$ cat src/rtl/sha256_msg_feed.sv
// Message-word feeder for a SHA-256 core: header register file, nonce counter and block padding.
// Optional: define NONCE_BSWAP_EN to byte-reverse the nonce in header chunk 1 word 3.
module sha256_msg_feed (
  input  logic         clk,
  input  logic         rst_n,
  input  logic         hdr_we,
  input  logic [4:0]   hdr_addr,
  input  logic [31:0]  hdr_data,
  input  logic [1:0]   sel,
  input  logic [255:0] digest_in,
  input  logic         nonce_ld,
  input  logic [31:0]  nonce_init,
  input  logic         nonce_inc,
  output logic [31:0]  nonce,
  output logic         nonce_wrap,
  input  logic [3:0]   addr,
  input  logic         rq,
  output logic         rdy,
  output logic [31:0]  data,
  output logic         blk_done
);

  typedef enum logic {IDLE, ACK} state_e;

  state_e      state_q, state_d;
  logic        rdy_q, rdy_d;
  logic [31:0] data_q, data_d;
  logic        last15_q, last15_d;
  logic        blk_done_q, blk_done_d;
  logic [31:0] nonce_q, nonce_d;
  logic        wrap_q, wrap_d;
  logic [31:0] hdr_q [19];
  logic [31:0] hdr_d [19];
  logic [31:0] dig [8];
  logic [31:0] nonce_word;
  logic [31:0] word;

`ifdef NONCE_BSWAP_EN
  assign nonce_word = {nonce_q[7:0], nonce_q[15:8], nonce_q[23:16], nonce_q[31:24]};
`else
  assign nonce_word = nonce_q;
`endif

  always_comb begin
    for (int unsigned i = 0; i < 8; i++) begin
      dig[i] = digest_in[255 - 32*i -: 32];
    end
  end

  // Word selection uses current-cycle state, so coincident header/nonce updates are seen next fetch.
  always_comb begin
    word = '0;
    case (sel)
      2'd0: word = hdr_q[{1'b0, addr}];
      2'd1: begin
        case (addr)
          4'd0:    word = hdr_q[16];
          4'd1:    word = hdr_q[17];
          4'd2:    word = hdr_q[18];
          4'd3:    word = nonce_word;
          4'd4:    word = 32'h8000_0000;
          4'd15:   word = 32'h0000_0280;
          default: word = '0;
        endcase
      end
      2'd2: begin
        if (addr < 4'd8)        word = dig[addr[2:0]];
        else if (addr == 4'd8)  word = 32'h8000_0000;
        else if (addr == 4'd15) word = 32'h0000_0100;
        else                    word = '0;
      end
      default: word = '0;
    endcase
  end

  always_comb begin
    state_d    = state_q;
    rdy_d      = 1'b0;
    data_d     = data_q;
    last15_d   = last15_q;
    blk_done_d = rdy_q & last15_q;
    case (state_q)
      IDLE: begin
        if (rq) begin
          state_d  = ACK;
          rdy_d    = 1'b1;
          data_d   = word;
          last15_d = (addr == 4'd15);
        end
      end
      ACK:     state_d = IDLE;
      default: state_d = IDLE;
    endcase

    wrap_d  = 1'b0;
    nonce_d = nonce_q;
    if (nonce_ld) begin
      nonce_d = nonce_init;
    end else if (nonce_inc) begin
      nonce_d = nonce_q + 32'd1;
      wrap_d  = (nonce_q == '1);
    end

    for (int unsigned i = 0; i < 19; i++) begin
      hdr_d[i] = hdr_q[i];
      if (hdr_we && (hdr_addr == 5'(i))) hdr_d[i] = hdr_data;
    end
  end

  always_ff @(posedge clk or negedge rst_n) begin
    if (!rst_n) begin
      state_q    <= IDLE;
      rdy_q      <= 1'b0;
      data_q     <= '0;
      last15_q   <= 1'b0;
      blk_done_q <= 1'b0;
      nonce_q    <= '0;
      wrap_q     <= 1'b0;
      for (int unsigned i = 0; i < 19; i++) hdr_q[i] <= '0;
    end else begin
      state_q    <= state_d;
      rdy_q      <= rdy_d;
      data_q     <= data_d;
      last15_q   <= last15_d;
      blk_done_q <= blk_done_d;
      nonce_q    <= nonce_d;
      wrap_q     <= wrap_d;
      for (int unsigned i = 0; i < 19; i++) hdr_q[i] <= hdr_d[i];
    end
  end

  assign rdy        = rdy_q;
  assign data       = data_q;
  assign blk_done   = blk_done_q;
  assign nonce      = nonce_q;
  assign nonce_wrap = wrap_q;

endmodule

$ cat config.mk
export PLATFORM = sky130hd
export DESIGN_NAME = sha256_msg_feed
export DESIGN_NICKNAME = d
export VERILOG_FILES = /design/src/rtl/sha256_msg_feed.sv
export SDC_FILE = /design/constraint.sdc
export NUM_CORES = 1
export LEC_CHECK = 0
export CORE_MARGIN = 2
export CORE_UTILIZATION = 57
export CTS_BUF_LIST = sky130_fd_sc_hd__clkbuf_4 sky130_fd_sc_hd__clkbuf_8 sky130_fd_sc_hd__clkbuf_16
export CTS_CLUSTER_DIAMETER = 40
export DETAILED_ROUTE_END_ITERATION = 6
export GPL_ROUTABILITY_DRIVEN = 0
export GPL_TIMING_DRIVEN = 0
export PLACE_DENSITY_LB_ADDON = 0.15
export SLEW_MARGIN = 20
export SYNTH_ARGS = -nofsm -noshare
export SYNTH_HDL_FRONTEND = slang
export SYNTH_SLANG_ARGS = --single-unit
$ cat constraint.sdc
create_clock -name clk -period 3.9 [get_ports clk]
set_input_delay 0.585 -clock clk [delete_from_list [all_inputs] [get_ports clk]]
set_output_delay 0.585 -clock clk [all_outputs]
set_load 0.01 [all_outputs]
; ---- Word level (Yosys, flattened, before mapping)
; Cells that the tools add are included.
[word_totals]
ff_bits = 677
input_bits = 337
out_inout_bits = 67
word_cells = 103
[classes]
add_sub_neg = 1
order_cmp = 3
n_eq_ne = 27
mux = 18
bitwise = 4
reduce_logical = 24
[ops]
columns = op, n
row1 = 32-bit 2-to-1 mux, 8
row2 = 32-bit one-hot mux with 6 select lines, 1
row3 = 32-bit binary-select mux with 5-bit select, 1
row4 = 32-bit binary-select mux with 3-bit select, 1
row5 = 32-bit one-hot mux with 3 select lines, 1
row6 = 5-bit by 4-bit equality test with 1-bit output (second input constant), 8
row7 = 32-bit by 1-bit adder with 32-bit output (second input constant), 1
row8 = 32-bit equality test (second input constant), 1
row9 = 5-bit by 3-bit equality test with 1-bit output (second input constant), 4
row10 = 1-bit logical AND, 19
row11 = 5-bit equality test (second input constant), 3
row12 = 5-bit by 2-bit equality test with 1-bit output (second input constant), 2
row13 = 9-bit 2-to-1 mux, 1
row14 = 4-bit by 2-bit equality test with 1-bit output (second input constant), 2
row15 = 4-bit equality test (second input constant), 2
row16 = 6-bit greater-or-equal comparator (second input constant), 1
row17 = 4-bit NOT with 6-bit output, 1
row18 = 5-bit by 1-bit equality test with 1-bit output (second input constant), 1
row19 = 5-bit logical NOT, 1
row20 = 4-bit by 1-bit equality test with 1-bit output (second input constant), 1
row21 = 4-bit by 3-bit equality test with 1-bit output (second input constant), 1
row22 = 4-bit greater-or-equal comparator (second input constant), 1
row23 = 4-bit logical NOT, 1
row24 = 4-bit < comparator (second input constant), 1
row25 = 10 further kinds, 13

; ---- Logic depth before layout (Yosys ltp)
[logic_depth]
word_depth = 6
ltp_mapped = 9
ltp_nobuf = 6

; ---- Worst setup path after synthesis
; No wires, ideal clock.
[synth_path]
path_type = input to register
from = input addr[0]
to = register data_q[6], in the netlist data[6]
setup_ns = 0.135
t_arrival_ns = 2.190
required_ns = 3.765
slack_ns = 1.575
cell_stages = 7
n_path_buf = 4
cell_sequence = buf_2 -> buf_4 -> buf_4 -> buf_2 -> mux4_1 -> a22oi_1 -> o211ai_1
[synth_between]
elab_chain_cells = 6
elab_cells_between_ends = 20
classes_between = 1 x order compare / 6 x eq/ne / 10 x mux / 2 x bitwise / 1 x reduce/logical
[synth_lines]
columns = element, line
row1 = start: declaration, 16  ; input logic [3:0] addr,
row2 = branches (longest 5 deep; another with 32-bit binary-select mux with 5-bit select), n/a
row3 = 32-bit one-hot mux with 3 select lines (*), 53  ; case (sel)
row4 = end signal: assignment, 123  ; data_q <= data_d;
row5 = end: declaration, 27  ; logic [31:0] data_q, data_d;
; Every way passes the cells marked *. The select of a mux whose other input is x is not followed.
; A chain may end at the register's enable or synchronous reset.

; ---- Worst setup path in the final report
[layout_path]
from = input addr[1]
to = register data_q[19], in the netlist data[19]
; The elaborated chain is that of the path after synthesis.

==> summary.md <==
| Metric | Value |
|---|---|
| Global-route wire length before repair | 153800 um |
| CTS Buffer Depth | 3 |
| Die Ht | 244.1 um |
| Overall Global Routing Usage | 0.3509 |
| Final #Nets | 2992 |
| TritonCTS clock tree | done |
| Fin area | 0.04095 sq mm |
| MaxCap Viol Count | 0 |
| Synth Instances | between 2000 and 2500 |
| PortBufs | 367 |
| Area grow syn2layout | 24.67% |
| Worst hold slack | 0.2480 ns |
| Top Ports | 404 |
| Most used cell, CP | buf_2 |
| Top delay family on crit path | buffers and inverters |
| Startpoint Class | primary input |
| DP Wirelength | about 73000 um |
| Tmin final | between 3 and 4 ns |
| Largest net degree at the start of global routing | 105 |
| Post-place setup slack | -0.2030 ns |
| ANT nets after route | 0 |
| Sw Share | 0.2609 |
| H-tree depth | 3 |
| Detailed Route Iter0 Violations | ~2000 |
| Vias/cell | around 6.4 |
| PwrDens | about 520 mW/mm^2 |
| Int Power | 15.86 mW |
| Reg-to-reg startpoint | rdy |
| DRC | 0 |
| Post-CTS sizing | 0 |
| Core outline area | 0.05671 sq mm |
| Crit path max fanout | 10 |
| Initial DRT Pass Iterations | 5 |
| Most used DFF post-synth | dfrtp_1 |
| CTS Hold Buffers Added | 1 |
| Hold depth | 2 |
| Num Clock Sinks | 676 |
| Cell area after synthesis | roughly 0.033 sq mm |
| Crit path kind | in2reg |
| Skew-Pair Late Insertion Delay | between 0.6 and 0.7 ns |
| Vias | 22500 |
| Mapped Nets | roughly 2500 |
| Wire per inst | 29.52 um |
| Seq/Total Area, Yosys | 0.5150 |
| Period utilization | 0.8872 |
| Reg-to-reg endpoint | data[31] |
| Number of global-route vias before repair | approximately 24000 |
| Slew HR | 0.2001 |
| DIE WIDTH | 244.1 um |
| LEAKAGE | about 18 nW |
| Buf+Inv Stages, Crit Path | 4 |
| Worst Tran Pin Value | 1.200 ns |
| R2R depth | 7 |
| Psw | between 5 and 6 mW |
| Final setup margin | roughly 0.44 ns |
| R2R Setup Slk | 0.73 ns |
| Clk_skew | about 0.026 ns |
| Outcome | completed |
| Worst EP required | 4.38 ns |
| Sequential Power Share | 0.424 |
| Clock slew seen by the registers of the worst setup and hold paths | 0.06 ns |
| Wirelength, routed | 103100 um |
| Worst path arrival time | slightly below 4 ns |
| Fmax | 289.0 MHz |
| Post-CTS setup buffers | 0 |
| Final Max Slew Viols | 0 |
| Hold Path End | nonce[17] |
| YS warnings | 0 |
| Maximum vdd drop | 0.0004233 V |
| Initial antenna violation count | 7 |
| Dpl cell area | between 0.03 and 0.04 sq mm |
| Async set-reset flop share out of synthesis | 1.000 |
| Most frequent cells in the layout | dfrtp_1 (676), mux2_2 (608), clkdlybuf4s50_1 (366) |
| Initial Util | 0.5791 |
| EDFF count, synth | 0 |
| Most common cell after layout, fill and taps aside | dfrtp_1 |
| Final setup fails | 0 |
| Critical path's slowest cell | buf_1 |
| Die area | 0.05956 sq mm |
| GRT Residual Overflow | 0 |
| Seq cells post-synth | 676 |
| RSZ-0062 raised after global routing | false |
| Avg Inst Size Synth | between 15 and 20 sq um |
| Clock network fraction of design power | 0.409 |
| Cell Chain, Critical Path | clkdlybuf4s50_1 -> buf_2 -> buf_2 -> buf_1 -> mux4_2 -> a22oi_1 -> o211ai_1 |
| Clock root buffer | clkbuf_16 |
| Worst Setup End Kind | flip-flop |
| Combinational power share | 0.167 |
| Share of cells above drive strength 1 | 0.3948 |
| TritonCTS buffer count | 92 |
| Row cnt | 87 |
| Final Hold Fails | 0 |
| Post-synthesis cell type count | 59 |
| Worst hold path class | in2reg |
| Largest stage delay on the critical path | approximately 0.9 ns |
| Hold Crit Start | nonce_ld |
registers in the layout, indices dropped and copies added (netlist names):
register and count:
rdy 1, hdr_q 608, nonce 32, data 32, nonce_wrap 1, blk_done 1
last15_q 1
how the worst max path moves through the flow:
stage,endpoint,from,cells past startpoint
after global placement,hdr_q[113],rst_n,1
final,data[19],addr[1],7
after global routing,data[19],addr[1],7
after detailed placement,data[23],addr[1],7
after CTS,data[23],addr[1],7
after floorplan,data[6],addr[0],7
per-stage QoR:
stage	total power [mW]	instances	util	setup TNS, ns
global placement	12.50	3308	0.6606	-
floorplan	11.23	2185	-	0
global route	22.20	3489	0.7219	0
CTS	21.48	3489	0.7219	0
finish	21.46	3492	0.7220	0
detailed placement	12.72	3315	0.6644	-1.468
metal layers:
| layer | global-route usage | part of all wire | wire length, um |
|---|---|---|---|
| met5 | 0.007353 | 0.00069 | 71 |
| met1 | 0.4672 | 0.40 | 41450 |
| met2 | 0.5607 | 0.48 | 49170 |
| met3 | 0.08648 | 0.085 | 8765 |
| met4 | 0.1358 | 0.035 | 3634 |
synthesized netlist by cell type, drive strengths merged, types with 10 or more instances:
master,count,share of area
inv,10,0.0011
buf,131,0.018
nor2,12,0.0014
o22a,28,0.0075
clkbuf,83,0.010
nand4,16,0.0035
mux2i,75,0.023
xor2,19,0.0051
nand2,60,0.0069
dfrtp,676,0.52
o21ai,35,0.0053
mux2,615,0.21
xnor2,11,0.0029
nor2b,13,0.0025
o211ai,30,0.0069
nor4,10,0.0024
nand3,18,0.0027
a22oi,59,0.013
mux4,213,0.15
cell type report:
type	count	area [sq um]
plain buffers	217	948.4
clock inverters	67	755.7
repair buffers	375	3881
fillers	3667	15760
diodes	3	7.507
flip-flops and latches	676	16920
inverters	10	37.54
clock buffers	106	2497
multi-input cells	1282	14960
well taps	756	945.9
power groups by stage:
stage | registers, mW | logic, mW | clock network, mW
floorplan | 8.91 | 2.32 | 0
global placement | 9.11 | 3.39 | 0
detailed placement | 9.18 | 3.54 | 0
CTS | 9.07 | 3.58 | 8.83
global route | 9.23 | 3.81 | 9.16
finish | 9.11 | 3.57 | 8.78
worst reg2reg max path, cell delays in order (launching register included):
cell and delay [ns]:
dfrtp_1 0.39, nand2b_1 0.21, clkbuf_1 0.62, nor3_1 0.20, nand2_1 0.26, clkbuf_1 0.66
o22ai_1 0.32, or3_1 0.39
logic make-up (layout without fill, tap and decap cells):
group / count (synthesis) / in the layout / share of synthesized area
other cells: 0 / 3 / 0
compound gates: 179 / 179 / 0.03939
xor+xnor: 30 / 30 / 0.008000
mux: 903 / 903 / 0.3799
simple gates: 169 / 169 / 0.02743
fa+ha+maj: 1 / 1 / 0.0003809
buf+inv: 227 / 775 / 0.02990
flops: 676 / 676 / 0.5150
(Power assumes the default switching activity.)
